File: config.mk
export PLATFORM = sky130hd
export DESIGN_NAME = lsu_req_stage
export DESIGN_NICKNAME = d
export VERILOG_FILES = /design/src/rtl/lsu_req_stage.sv
export SDC_FILE = /design/constraint.sdc
export NUM_CORES = 1
export LEC_CHECK = 0
export CAP_MARGIN = 10
export CORE_MARGIN = 2
export CORE_UTILIZATION = 42
export CTS_CLUSTER_SIZE = 8
export DETAILED_ROUTE_END_ITERATION = 8
export HOLD_SLACK_MARGIN = 0.02
export PLACE_DENSITY = 0.82
export SYNTH_ARGS = -nofsm -noshare
export SYNTH_HDL_FRONTEND = slang
export SYNTH_SLANG_ARGS = --single-unit
File: constraint.sdc
create_clock -name clk -period 2.2 [get_ports clk]
set_input_delay 0.44 -clock clk [delete_from_list [all_inputs] [get_ports clk]]
set_output_delay 0.44 -clock clk [all_outputs]
set_load 0.01 [all_outputs]
File: src/rtl/lsu_req_stage.sv
// LSU request stage: one load/store per transaction, alignment check,
// bus handshake with timeout, and extended load result toward WBU.
module lsu_req_stage #(
  parameter int ADDR_W = 32,
  parameter int DATA_W = 32,
  parameter int TMO_W  = 8
) (
  input  logic              clk,
  input  logic              rst,
  input  logic              in_valid,
  output logic              in_ready,
  input  logic [1:0]        in_op,
  input  logic [2:0]        in_funct3,
  input  logic [ADDR_W-1:0] in_addr,
  input  logic [DATA_W-1:0] in_wdata,
  output logic [ADDR_W-1:0] lsu_araddr,
  output logic              lsu_arvalid,
  output logic [7:0]        lsu_rstrb,
  input  logic [DATA_W-1:0] lsu_rdata,
  input  logic              lsu_rvalid,
  output logic [ADDR_W-1:0] lsu_awaddr,
  output logic              lsu_awvalid,
  output logic [DATA_W-1:0] lsu_wdata,
  output logic [7:0]        lsu_wstrb,
  output logic              lsu_wvalid,
  input  logic              lsu_wready,
  output logic              out_valid,
  input  logic              out_ready,
  output logic [DATA_W-1:0] out_rdata,
  output logic [1:0]        out_fault
);

  typedef enum logic [1:0] {
    IDLE, LOAD, STORE, DONE
  } state_t;

  localparam logic [1:0] OP_LD = 2'd1;
  localparam logic [1:0] OP_ST = 2'd2;

  state_t            state_q, state_d;
  logic [ADDR_W-1:0] addr_q, addr_d;
  logic [2:0]        funct3_q, funct3_d;
  logic [DATA_W-1:0] wdata_q, wdata_d;
  logic [1:0]        op_q, op_d;
  logic [7:0]        strb_q, strb_d;
  logic [DATA_W-1:0] rdata_q, rdata_d;
  logic [1:0]        fault_q, fault_d;
  logic [TMO_W-1:0]  cnt_q, cnt_d;

  logic              accept;
  logic              is_ld;
  logic              is_st;
  logic              mis;
  logic [7:0]        strb_new;
  logic [DATA_W-1:0] ld_ext;
  logic [TMO_W-1:0]  cnt_inc;
  logic              tmo_hit;

  assign in_ready = rst && (state_q == IDLE);
  assign accept   = in_valid && in_ready;
  assign is_ld    = (in_op == OP_LD);
  assign is_st    = (in_op == OP_ST);

  assign mis = ((in_funct3[1:0] == 2'd1) && in_addr[0]) ||
               (in_funct3[1] && (in_addr[1:0] != 2'd0));

  // Counter value this pending cycle; all-ones marks the last one.
  assign cnt_inc = cnt_q + {{(TMO_W-1){1'b0}}, 1'b1};
  assign tmo_hit = &cnt_inc;

  always_comb begin
    strb_new = 8'h0f;
    unique case (1'b1)
      (in_funct3[1:0] == 2'd0): strb_new = 8'h01;
      (in_funct3[1:0] == 2'd1): strb_new = 8'h03;
      default:                  strb_new = 8'h0f;
    endcase
  end

  always_comb begin
    ld_ext = lsu_rdata;
    unique case (funct3_q)
      3'd0: ld_ext = {{(DATA_W-8){lsu_rdata[7]}},
                      lsu_rdata[7:0]};
      3'd1: ld_ext = {{(DATA_W-16){lsu_rdata[15]}},
                      lsu_rdata[15:0]};
      3'd4: ld_ext = {{(DATA_W-8){1'b0}},
                      lsu_rdata[7:0]};
      3'd5: ld_ext = {{(DATA_W-16){1'b0}},
                      lsu_rdata[15:0]};
      default: ld_ext = lsu_rdata;
    endcase
  end

  always_comb begin
    state_d  = state_q;
    addr_d   = addr_q;
    funct3_d = funct3_q;
    wdata_d  = wdata_q;
    op_d     = op_q;
    strb_d   = strb_q;
    rdata_d  = rdata_q;
    fault_d  = fault_q;
    cnt_d    = cnt_q;
    unique case (state_q)
      IDLE: begin
        if (accept) begin
          addr_d   = in_addr;
          funct3_d = in_funct3;
          wdata_d  = in_wdata;
          op_d     = in_op;
          strb_d   = strb_new;
          rdata_d  = '0;
          fault_d  = 2'd0;
          cnt_d    = '0;
          if ((is_ld || is_st) && mis) begin
            fault_d = 2'd1;
            state_d = DONE;
          end else if (is_ld) begin
            state_d = LOAD;
          end else if (is_st) begin
            state_d = STORE;
          end else begin
            state_d = DONE;
          end
        end
      end
      LOAD: begin
        cnt_d = cnt_inc;
        if (lsu_rvalid && (op_q == OP_LD)) begin
          rdata_d = ld_ext;
          state_d = DONE;
        end else if (tmo_hit) begin
          fault_d = 2'd2;
          state_d = DONE;
        end
      end
      STORE: begin
        cnt_d = cnt_inc;
        if (lsu_wready) begin
          state_d = DONE;
        end else if (tmo_hit) begin
          fault_d = 2'd2;
          state_d = DONE;
        end
      end
      DONE: begin
        if (out_ready) state_d = IDLE;
      end
      default: state_d = IDLE;
    endcase
  end

  always_ff @(posedge clk or negedge rst) begin
    if (!rst) begin
      state_q  <= IDLE;
      addr_q   <= '0;
      funct3_q <= '0;
      wdata_q  <= '0;
      op_q     <= '0;
      strb_q   <= '0;
      rdata_q  <= '0;
      fault_q  <= '0;
      cnt_q    <= '0;
    end else begin
      state_q  <= state_d;
      addr_q   <= addr_d;
      funct3_q <= funct3_d;
      wdata_q  <= wdata_d;
      op_q     <= op_d;
      strb_q   <= strb_d;
      rdata_q  <= rdata_d;
      fault_q  <= fault_d;
      cnt_q    <= cnt_d;
    end
  end

  assign lsu_arvalid = (state_q == LOAD);
  assign lsu_araddr  = addr_q;
  assign lsu_rstrb   = strb_q;
  assign lsu_awvalid = (state_q == STORE);
  assign lsu_wvalid  = (state_q == STORE);
  assign lsu_awaddr  = addr_q;
  assign lsu_wdata   = wdata_q;
  assign lsu_wstrb   = strb_q;
  assign out_valid   = (state_q == DONE);
  assign out_rdata   = rdata_q;
  assign out_fault   = fault_q;

endmodule

* Word-level counts from Yosys, hierarchy flattened *
Cells that the tools add are included.

storage, ports and cells
  flip-flop bits (word level) = 121
  bits of input ports = 107
  output and inout bits = 151
  word-level logic and storage cells = 69

operators by class
  add/sub/neg operators = 1
  equal/unequal tests = 15
  muxes and demuxes = 22
  reductions and logical operators = 22

operators by type and width
  kind                                                                   count
  32-bit one-hot mux with 4 select lines                                 1
  32-bit 2-to-1 mux                                                      2
  32-bit one-hot mux with 2 select lines                                 1
  2-bit 2-to-1 mux                                                       11
  8-bit one-hot mux with 2 select lines                                  1
  8-bit by 1-bit adder with 8-bit output, second input constant          1
  2-bit by 1-bit equality test with 1-bit output, second input constant  4
  8-bit 2-to-1 mux                                                       1
  2-bit one-hot mux with 4 select lines                                  1
  4-bit one-hot mux with 2 select lines                                  1
  8-bit AND reduction                                                    1
  2-bit equality test, second input constant                             3
  3-bit equality test, second input constant                             2
  1-bit logical AND                                                      6
  2-bit != test, second input constant                                   3
  2-bit one-hot mux with 3 select lines                                  1
  2-bit AND reduction                                                    3
  2-bit nonzero test                                                     3
  2-bit logical NOT                                                      2
  2-bit by 1-bit != test with 1-bit output, second input constant        2
  4-bit AND reduction                                                    1
  3-bit by 1-bit equality test with 1-bit output, second input constant  1
  3-bit logical NOT                                                      1
  3-bit AND reduction                                                    1
  4 further kinds                                                        6

* Logic depth before layout (Yosys ltp) *
  depth in word-level cells = 7
  depth in mapped cells = 9
  depth with buffers taken out = 7

* Least setup slack after synthesis *
No wires, ideal clock.

  path kind = reg-to-reg
  from = register state_q[1]
  to = register rdata_q[16], in the netlist out_rdata[16]
  library setup time = 0.096 ns
  data arrival time = 1.635 ns
  required time = 2.104 ns
  setup slack = 0.469 ns
  cell stages (with the launch flop) = 7
  cell sequence = dfrtp_1 > inv_1 > ha_1 > clkbuf_1 > o21ai_1 > clkbuf_1 > o31ai_1

on the way
  elaborated cells on any way between the ends = 9
  those cells by class = eq/ne (3); mux (1); reduce/logical (5)

RTL lines
  element                                                                                          line  text
  start, declared                                                                                  40    state_t state_q, state_d;
  start signal, assigned                                                                           166   state_q <= state_d;
  2-bit by 1-bit equality test with 1-bit output *                                                 -
  net lsu_arvalid                                                                                  17    output logic lsu_arvalid,
  2-bit by 1-bit != test with 1-bit output (no line) / 2-bit nonzero test (equally long branches)  -
  3-bit AND reduction (no line)                                                                    -
  end signal, assigned                                                                             172   rdata_q <= rdata_d;
  end, declared                                                                                    46    logic [DATA_W-1:0] rdata_q, rdata_d;

Mark *: on every way through the listed nets, which the timed path passes. The rest lies on a longest branch.
A chain may end at the register's enable or synchronous reset.

* Worst setup path in the final report *
  from = register state_q[0]
  to = output port lsu_wvalid

on the way
  word-level cells in the longest chain between the ends = 1

ends and longest elaborated chain
  element              line  text
  2-bit equality test  182   assign lsu_wvalid = (state_q == STORE);
  end, declared        25    output logic lsu_wvalid,

Every way passes these cells.

==> out/qor.csv <==
stage,metric,value,unit
placement,Setup WS pre-CTS,0.0927,ns
timing,RSZ-0062 raised after global routing,yes,
logic_synthesis,Synth Cell Area,0.00553,mm^2
logic_synthesis,Post-Syn Instances,630,
clock_network,postcts setup bufs,0,
logic_synthesis,ys async rst share,100,%
logic_synthesis,ys flop type,dfrtp_1,
power,Pwr Total,12.4,mW
die,Ports,258,
route,via/cell ratio,4.96,
placement,"Cell Area, Placed",0.00793,mm^2
timing,final hold violations,0,
clock_network,CTS Buf Count,17,
die,Die ar.,0.0141,mm^2
route,vias post-DR,5086,
grt,antenna violations before repair,0,
placement,routability cong.,0.880,
grt,global route overflow,0,
finish,# diodes,0,
logic_synthesis,dominant cell type by area after synthesis,dfrtp_1,
logic_synthesis,post-synth cell types,44,
route,antenna-violating nets left,0,
route,DRC viols,0,
logic_synthesis,Ys Warns,0,
clock_network,Longest Clk Path Bufs,2,
timing,Slew headroom,62.3,%
power,Leak Pwr,3.93,nW
setup_path,Crit Path Category,flip-flop to primary output,
clock_network,Worst-path clk slew,0.05,ns
timing,Max Slew Vio Count,0,
die,initial core utilization,43.4,%
placement,dpl hpwl,11.6,mm
clock_network,# hold bufs at CTS,0,
setup_path,worst r2r dst,state_q[0]$_DFFE_PN0P_,
logic_synthesis,Area contributors post-synth,"dfrtp_1 53%, nand2_1 18%, buf_4 6.5%",
logic_synthesis,Yosys top cell area share,52.5,%
clock_network,Clock H-tree levels,4,
setup_path,Setup crit start kind,flip-flop,
grt,vias in the first global route,5128,
setup_path,critical path endpoint category,primary output,
grt,Total GRT Usage,23.7,%
die,die height,119,um
route,DR pass1 iterations,4,
finish,Final Core Density,67.6,%
run,max cap viols,0,
timing,setup ws final,0.0138,ns
grt,largest net degree at the start of global routing,104,
timing,Min Hold Slack,0.0422,ns
setup_path,crit path max fanout,5,
finish,Nets,956,
setup_path,Required @ worst endpoint,1.76,ns
placement,# port buffers,249,
setup_path,R2R setup slack,0.29,ns
power,Pwr per Cell Area,1450,mW/mm^2
die,Rows,41,
power,Peak VDD IR,664,uV
clock_network,CTS tree,yes,
logic_synthesis,#FFs+latches synth,116,
setup_path,crit path DAT,1.75,ns
outcome,status,finished clean,
timing,fin crit share,99.4,%
route,WL final,16.1,mm
grt,first-pass GRT wire length,26.4,mm
finish,layout cell share with drive strength beyond 1,7.74,%
timing,Slew @ Worst Pin,0.565,ns
setup_path,reg2reg start,state_q[0]$_DFFE_PN0P_,
timing,min cycle time layout,2.19,ns
clock_network,Skew-Pair Late Insertion Delay,0.41,ns
finish,layout overhead on the synthesized area,55.6,%
clock_network,clock root buffer master,clkbuf_16,
route,DR WL/cell,15.7,um
clock_network,CTS Sinks,116,
die,Die X,119,um
setup_path,r2r worst-path depth,7,
min_path,Hold Crit Class,primary input to async pin,
finish,Finished Cell Area,0.00860,mm^2
timing,Fmax,457,MHz
timing,final setup vio count,0,
timing,Fin Clk Skew,0.00753,ns
die,Core Region,0.0127,mm^2
route,DRT iter0 DRCs,458,
logic_synthesis,sequential area share after synthesis,52.5,%
logic_synthesis,number of synthesized flops with an enable pin,0,
logic_synthesis,Avg Inst Size Synth,8.77,um^2
## synthesized netlist by cell type (2+ instances only)
cell type / number
nand2_1: 262
dfrtp_1: 116
buf_4: 48
o21ai_0: 29
clkbuf_1: 25
nor2b_1: 16
o31ai_1: 16
nor2_1: 13
ha_1: 9
inv_1: 9
o21a_1: 9
a21oi_1: 8
nor3_1: 8
nand3_1: 7
buf_2: 6
o21ai_1: 6
mux2i_1: 4
mux2_2: 3
o211ai_1: 3
a22o_1: 2
and2_1: 2
and3_1: 2
buf_1: 2
nand4_1: 2
nor4b_2: 2
o22ai_1: 2
xnor2_1: 2
## routing by layer
layer  up-vias  part of all wire [%]  track usage, %
met4         0                   2.4            9.67
met3        38                   8.5            7.53
met2       248                    48            38.0
met1      2392                    42            29.7
li1       2408                     -               -
met5         -                     0               0
## placed cells by master, fill, tap and decap left out, types with 6 or more instances in the layout
cell type,instances
a21oi_1,8
buf_4,14
clkbuf_16,17
clkbuf_8,6
clkdlybuf4s50_1,246
conb_1,8
dfrtp_1,116
ha_1,6
inv_1,7
nand2_1,261
nand3_1,6
nor2_1,13
nor2b_1,16
nor3_1,8
o21a_1,9
o21ai_0,29
o21ai_1,6
o31ai_1,16
## metrics by stage
step | cells | TNS [ns]
after floorplan | 637 | 0
after global placement | 993 | 0
after detailed placement | 993 | 0
after CTS | 1025 | -0.00194
after global routing | 1025 | -0.117
final | 1025 | 0
## how the worst max path moves through the flow
stage	depth (start not counted)	slack, ns	from	endpoint
final	3	0.01	state_q[0]$_DFFE_PN0P_	lsu_wvalid
after global routing	3	-0.06	state_q[0]$_DFFE_PN0P_	lsu_wvalid
after CTS	3	-0.002	state_q[1]$_DFFE_PN0P_	lsu_arvalid
after detailed placement	6	0.09	in_valid	state_q[0]$_DFFE_PN0P_
after global placement	6	0.16	in_valid	state_q[0]$_DFFE_PN0P_
after floorplan	6	0.47	state_q[1]$_DFFE_PN0P_	out_rdata[16]$_DFFE_PN0P_
## flip-flops by register name (all words and copies together), names as in the netlist
register and cells:
lsu_araddr 32, state_q 2, funct3_q 3, out_rdata 32, lsu_rstrb 3, out_fault 2, lsu_wdata 32, cnt_q 8
op_q 2
## timing repair
| action | 4_1_cts | 5_1_grt |
|---|---|---|
| pin swaps | 0 | 0 |
| cloned | 0 | 0 |
| gates resized for setup | 6 | 1 |
| setup endpoints to repair | 4 | 3 |
## power breakdown
part,internal (mW),switching [mW],total (mW)
Sequential,3.03,0.785,3.81
Combinational,3.00,2.61,5.62
Clock,2.07,0.927,3.00
## logic make-up after synthesis
group	share of synthesized area (%)
compound gates	9.40
fa+ha+maj	2.04
simple gates	24.8
buf+inv	9.51
xor+xnor	0.317
mux	1.34
flops	52.5
other cells	0.0679
## critical path: stages (launching register included)
cell and delay [ns]:
dfrtp_1 0.43, inv_2 0.12, ha_2 0.24, clkdlybuf4s50_1 0.55
## area by class of cell
cell class	instances	area, um^2
multi-input cells	431	2140
clock inverters	8	144
fillers	1014	4130
clock buffers	24	512
well taps	172	215
repair buffers	265	2650
flip-flops and latches	116	2900
inverters	9	33.8
Note: power is estimated with default switching activity, not from simulation.
